===== src/rtl/alu_operand_stage.sv =====
// Registered ALU operand-select stage: forwarding, immediate extension,
// load-use bubble insertion and a saturating bubble counter.
module alu_operand_stage #(
  parameter int DATA_WIDTH     = 16,
  parameter int IMM_WIDTH      = 4,
  parameter int REG_ADDR_WIDTH = 4,
  parameter int CNT_WIDTH      = 16
) (
  input  logic                      clk,
  input  logic                      rst,
  input  logic                      in_valid,
  input  logic                      stall,
  input  logic                      flush,
  input  logic [REG_ADDR_WIDTH-1:0] rs1_addr,
  input  logic [REG_ADDR_WIDTH-1:0] rs2_addr,
  input  logic [DATA_WIDTH-1:0]     rs1_data,
  input  logic [DATA_WIDTH-1:0]     rs2_data,
  input  logic [IMM_WIDTH-1:0]      imm,
  input  logic [1:0]                imm_mode,
  input  logic                      alu_src,
  input  logic                      ex_wr_en,
  input  logic                      ex_is_load,
  input  logic [REG_ADDR_WIDTH-1:0] ex_wr_addr,
  input  logic [DATA_WIDTH-1:0]     ex_wr_data,
  input  logic                      mem_wr_en,
  input  logic [REG_ADDR_WIDTH-1:0] mem_wr_addr,
  input  logic [DATA_WIDTH-1:0]     mem_wr_data,
  output logic [DATA_WIDTH-1:0]     op_a,
  output logic [DATA_WIDTH-1:0]     op_b,
  output logic [DATA_WIDTH-1:0]     store_data,
  output logic                      out_valid,
  output logic                      hazard,
  output logic [CNT_WIDTH-1:0]      hazard_count
);

  localparam int PAD = DATA_WIDTH - IMM_WIDTH;

  logic [DATA_WIDTH-1:0] fwd_rs1;
  logic [DATA_WIDTH-1:0] fwd_rs2;
  logic [DATA_WIDTH-1:0] sext_imm;
  logic [DATA_WIDTH-1:0] ext_imm;
  logic [DATA_WIDTH-1:0] op_b_next;
  logic                  ex_fwd_ok;

  // A load in EX has no result yet, so it can never be a forwarding source.
  assign ex_fwd_ok = ex_wr_en && !ex_is_load;

  always_comb begin
    fwd_rs1 = rs1_data;
    if (rs1_addr != '0) begin
      if (ex_fwd_ok && ex_wr_addr == rs1_addr)
        fwd_rs1 = ex_wr_data;
      else if (mem_wr_en && mem_wr_addr == rs1_addr)
        fwd_rs1 = mem_wr_data;
    end
  end

  always_comb begin
    fwd_rs2 = rs2_data;
    if (rs2_addr != '0) begin
      if (ex_fwd_ok && ex_wr_addr == rs2_addr)
        fwd_rs2 = ex_wr_data;
      else if (mem_wr_en && mem_wr_addr == rs2_addr)
        fwd_rs2 = mem_wr_data;
    end
  end

  assign sext_imm = {{PAD{imm[IMM_WIDTH-1]}}, imm};

  always_comb begin
    ext_imm = sext_imm;
    case (imm_mode)
      2'b00:   ext_imm = sext_imm;
      2'b01:   ext_imm = {{PAD{1'b0}}, imm};
      2'b10:   ext_imm = {imm, {PAD{1'b0}}};
      default: ext_imm = {sext_imm[DATA_WIDTH-2:0], 1'b0};
    endcase
  end

  assign op_b_next = alu_src ? ext_imm : fwd_rs2;

  assign hazard = in_valid && ex_wr_en && ex_is_load && (ex_wr_addr != '0) &&
                  ((ex_wr_addr == rs1_addr) || ((ex_wr_addr == rs2_addr) && !alu_src));

  // Stall freezes everything; flush and bubble only clear the valid flag.
  always_ff @(posedge clk) begin
    if (rst) begin
      op_a         <= '0;
      op_b         <= '0;
      store_data   <= '0;
      out_valid    <= 1'b0;
      hazard_count <= '0;
    end else if (stall) begin
      op_a         <= op_a;
    end else if (flush) begin
      out_valid    <= 1'b0;
    end else if (hazard) begin
      out_valid    <= 1'b0;
      if (hazard_count != '1)
        hazard_count <= hazard_count + 1'b1;
    end else begin
      op_a         <= fwd_rs1;
      op_b         <= op_b_next;
      store_data   <= fwd_rs2;
      out_valid    <= in_valid;
    end
  end

endmodule


===== config.mk =====
export PLATFORM = sky130hd
export DESIGN_NAME = alu_operand_stage
export DESIGN_NICKNAME = d
export VERILOG_FILES = /design/src/rtl/alu_operand_stage.sv
export SDC_FILE = /design/constraint.sdc
export NUM_CORES = 1
export LEC_CHECK = 0
export BUFFER_PORTS_ARGS = -buffer_cell sky130_fd_sc_hd__buf_2
export CAP_MARGIN = 20
export CORE_MARGIN = 1.5
export CORE_UTILIZATION = 49
export CTS_BUF_LIST = sky130_fd_sc_hd__clkbuf_4
export CTS_CLUSTER_DIAMETER = 30
export DETAILED_ROUTE_END_ITERATION = 8
export PLACE_DENSITY = 0.83
export SYNTH_ARGS = -nofsm -noshare
export SYNTH_HDL_FRONTEND = slang
export SYNTH_SLANG_ARGS = --single-unit

===== constraint.sdc =====
create_clock -name clk -period 2.9 [get_ports clk]
set_input_delay 0.58 -clock clk [delete_from_list [all_inputs] [get_ports clk]]
set_output_delay 0.58 -clock clk [all_outputs]
set_load 0.02 [all_outputs]

* Word level (Yosys, flattened, before mapping) *
Index checks and enable logic that the tools add are counted.

storage, ports and cells
  flip-flop bits (word level) = 65
  input port bits = 95
  output and inout bits = 66

operators by class
  $add $sub $neg = 1
  eq/ne operators = 7
  muxes and demuxes = 10
  bitwise logic cells = 3
  reduce and logical (&&, ||, !) cells = 19

operators by type and width
  operator                                                                number
  16-bit two-way mux                                                      7
  16-bit one-hot mux with 3 select lines                                  1
  16-bit by 1-bit adder with 16-bit output (second input constant)        1
  4-bit equality test                                                     4
  16-bit inequality test (second input constant)                          1
  4-bit nonzero test                                                      3
  1-bit logical AND                                                       10
  4-bit AND reduction                                                     1
  1-bit NOT                                                               3
  3-bit AND reduction                                                     1
  2-bit by 1-bit equality test with 1-bit output (second input constant)  1
  2-bit equality test (second input constant)                             1
  1-bit logical NOT                                                       2
  2-bit logical NOT                                                       1
  1-bit two-way mux                                                       2
  1-bit logical OR                                                        1

* Depth between registers and ports, before layout *
  word-level depth = 6
  depth in mapped cells = 8
  mapped depth without buffers = 6

* Worst setup path before layout *
OpenSTA, ideal clock, no wires.

  path kind = input -> output
  from = input ex_wr_addr[0]
  to = output hazard
  arrival time = 1.671 ns
  required time = 2.320 ns
  path slack = 0.649 ns
  stages on the path = 5
  cells stage by stage = nor4_2 nor2_1 a22oi_1 buf_2 inv_1

on the way
  cells in the longest elaborated chain, start to end = 4
  elaborated cells between the ends (all ways) = 7
  classes of those cells = eq/ne (2); reduce/logical (5)

ends and longest elaborated chain
  what                   RTL line  text
  start, declared        23        input logic [REG_ADDR_WIDTH-1:0] ex_wr_addr,
  4-bit equality test    83        ((ex_wr_addr == rs1_addr) || ((ex_wr_addr == rs2_addr) && !alu_src));
  1-bit logical AND      83
  1-bit logical OR       83
  1-bit logical AND (*)  82        assign hazard = in_valid && ex_wr_en && ex_is_load && (ex_wr_addr != '0) &&
  end, declared          32        output logic hazard,

Mark *: on every way between the ends. The rest lies on a longest branch, timed or not.

* Worst setup path after layout *
  from = input rs2_addr[0]
  to = register store_data[6]

on the way
  cells in the longest elaborated chain, start to end = 6
  elaborated cells between the ends (all ways) = 13
  classes of those cells = eq/ne (2); mux (3); bitwise (1); reduce/logical (7)

ends and longest elaborated chain
  what                           RTL line  text
  start, declared                15        input logic [REG_ADDR_WIDTH-1:0] rs2_addr,
  4-bit equality test            61, 83
  1-bit logical AND              83
  1-bit logical OR               83
  1-bit logical AND              82
  1-bit NOT (no line)            --
  3-bit AND reduction (no line)  --
  end signal, assigned           104       store_data <= fwd_rs2;
  end, declared                  30        output logic [DATA_WIDTH-1:0] store_data,

Several ways; a longest one is shown, not always the timed one.
A chain may end at the register's enable or synchronous reset.

==> impl_metrics.py <==
metrics = {
    "run_status": {
        "outcome": "finished, final reports clean",
    },
    "synthesis": {
        "yosysTopAreaCellShare_pct": 36.2,
        "syn_area_per_cell_um2": 8.03,
        "yosysSeqAreaShare_pct": 36.2,
        "ys.flop_type": "dfxtp_1",
        "synth.most_common_cell": "nor2_1",
        "synth-seq-cells": 65,
        "async_reset_ff_share_pct": 0,
        "synthesis.nets": 544,
        "synth_top_cells_by_count": "73 x nor2_1, 65 x dfxtp_1, 38 x a211oi_1",
        "synth-edff-count": 0,
        "syn_area_um2": 3600,
        "netlist_top_cells_area": "dfxtp_1 36%, a211oi_1 7.9%, nor2_1 7.6%",
        "synth_cell_types": 46,
        "synth_cells": 448,
        "yosys.area.top_type": "dfxtp_1",
        "ys_warn_count": 0,
    },
    "sta": {
        "fin_worst_skew_ps": 10.7,
        "rsz0062_at_grt": "false",
        "tightest_slew_ps": 1100,
        "finalCriticalPeriod_ps": 2480,
        "setup_viol": 0,
        "period_share_pct": 85.5,
        "slew_headroom_pct": 26.1,
        "tns_ps": 0,
        "hold_violations": 0,
        "maxSlewViolCount": 0,
        "fmax_ghz": 0.403,
    },
    "routing": {
        "routed_via_density": 6.09,
        "vias": 4260,
        "antenna_left": 0,
        "wirelength_mm": 11.8,
        "first_pass_iters": 6,
        "drt_first_iter_violations": 331,
        "avgRoutedWirePerCell_um": 16.9,
        "drc_errors": 0,
    },
    "clock_tree": {
        "cts_resized": 0,
        "root_buffer": "clkbuf_4",
        "cts_setup_buffers": 0,
        "cts_tree": "done",
        "worstSkewPairLatency_ps": 400,
        "htreeDepth": 3,
        "cts.sinks": 65,
        "cts_made_buffers": 9,
        "cts_hold_buf": 0,
        "clk_pin_slew_worst_paths_ps": 120,
        "cts_max_path_buffers": 2,
    },
    "hold_path": {
        "min_to": "op_a[8]$_SDFFE_PP0P_",
        "min_from": "ex_wr_data[8]",
        "holdPathStages": 3,
        "holdCritPathClass": "in -> reg",
    },
    "floorplanning": {
        "ios": 161,
        "fp.dieArea_um2": 7870,
        "die_h_um": 88.7,
        "initial_core_util_pct": 50.1,
        "num_rows": 31,
        "die_w_um": 88.7,
        "core_area_um2": 7180,
    },
    "setup_path": {
        "crit_chain": "buf_2, or4_1, a31oi_1, a221oi_1, a211oi_1",
        "cp_slowest_stage_delay_ps": 850,
        "worstPathMaxFanout": 11,
        "path_class": "in -> reg",
        "slowest_stage": "a31oi_1",
        "arrival_ps": 2790,
        "required_ps": 3210,
        "worst-path-buf-inv": 1,
        "r2r_slack_ps": 820,
        "end_kind": "register",
        "timing.rr.start": "hazard_count[2]$_SDFFE_PP0P_",
        "critPathLaunchType": "input pin",
        "critPathTopFamily": "compound AO/OA/AOI/OAI gates",
        "r2r_end": "hazard_count[13]$_SDFFE_PP0P_",
        "r2r_cells": 8,
    },
    "grt": {
        "first_global_vias": 3683,
        "antenna_found_initial": 0,
        "grt_usage_pct": 29.3,
        "grt.overflow.total": 0,
        "grt_max_degree": 63,
        "grt_pass1_wl_mm": 17.7,
    },
    "layout": {
        "nNetsFinal": 693,
        "finish.utilization_pct": 63.9,
        "num_antenna_cells": 0,
        "syn2layout_area_growth_pct": 27.5,
        "layout-drive-gt1-share_pct": 33.2,
    },
    "power_and_ir_drop": {
        "leakage_nw": 1.93,
        "vdd_drop_max_uv": 191,
        "powerDensity_nw_per_um2": 418,
    },
    "run": {
        "maxCapViolCount": 0,
    },
    "place": {
        "dpl.hpwl_mm": 8.86,
        "routabilityCongestion": 1.02,
        "numPortBuffers": 160,
    },
}
[logic make-up (layout without fill, tap and decap cells)]
family	after synthesis	count (layout)	share of synthesized area [%]
AO/OA/AOI/OAI	134	134	28.3
flip-flops	65	65	36.2
adder cells (fa/ha/maj)	1	1	0.348
buffers and inverters	43	195	4.80
AND/OR/NAND/NOR	178	178	23.9
XOR/XNOR	27	27	6.57
[layout make-up]
cell class                      instances  area, µm²
Inverter                                9       33.8
Clock buffer                            9       67.6
Tap cell                               99        124
Timing Repair Buffer                  172        903
Clock inverter                          5       25.0
Fill cell                             638       2590
Multi-Input combinational cell        340       2130
Sequential cell                        65       1300
[placed cells by master, fill, tap and decap left out, types with 3 or more instances in the layout]
cell type  count
nor2_1        73
clkbuf_4       9
buf_2        160
o41ai_2        6
nand3b_1       7
a31oi_1        5
xor2_1         6
dfxtp_1       65
nand3_1       24
inv_1          9
nand2_1       28
buf_4         11
a21oi_1        7
o21ai_0       22
and3_1         3
a221oi_1      26
o22ai_1       15
and4_1         3
a211oi_1      38
nand4_1        3
a22oi_1        3
nor4_1         7
nor3_1        15
xnor2_1       21
[metrics by stage]
stage	setup WS, ps	area, µm²	hold slack [ps]	total power, mW	instances
global placement	165	4490	473	1.44	685
floorplan	649	3600	561	1.25	448
global route	358	4590	419	2.01	699
detailed placement	92.2	4490	480	1.45	685
finish	419	4590	424	1.92	699
CTS	432	4590	419	1.91	699
[routing by layer]
layer	GRT usage, %	share of wire, %	vias up
li1	-	-	1982
met1	38.5	40	1967
met2	46.3	47	269
met3	7.74	9.9	42
met4	10.8	3.5	0
met5	0	0	-
[report_power, final]
group / total, mW / switching [mW] / leakage [nW] / internal (mW)
clock network: 0.483 / 0.324 / 0.0525 / 0.158
logic: 0.463 / 0.288 / 1.34 / 0.175
registers: 0.972 / 0.0304 / 0.533 / 0.942
[state kept, by name (all words and copies together), names as in the netlist]
| register | flops |
|---|---|
| out_valid | 1 |
| hazard_count | 16 |
| store_data | 16 |
| op_b | 16 |
| op_a | 16 |
[worst register-to-register path: stages, from the launching register on]
cell and delay [ps]:
dfxtp_1 430, and4_1 280, nand4_1 270, o41ai_2 270
buf_4 240, nor2_1 80, buf_4 160, a21bo_2 180
a21oi_1 110
[worst max-delay path by stage]
stage                                 end  slack (ps)     startpoint  cells past startpoint
2_1_floorplan                      hazard         650  ex_wr_addr[0]                      5
3_3_place_gp   store_data[5]$_SDFFE_PP0P_         170    rs2_addr[0]                      5
3_5_place_dp   store_data[5]$_SDFFE_PP0P_          90    rs2_addr[0]                      5
4_1_cts                            hazard         430    rs1_addr[1]                      8
5_1_grt        store_data[6]$_SDFFE_PP0P_         360    rs2_addr[0]                      5
6_report       store_data[6]$_SDFFE_PP0P_         420    rs2_addr[0]                      5
(Power assumes the default switching activity.)
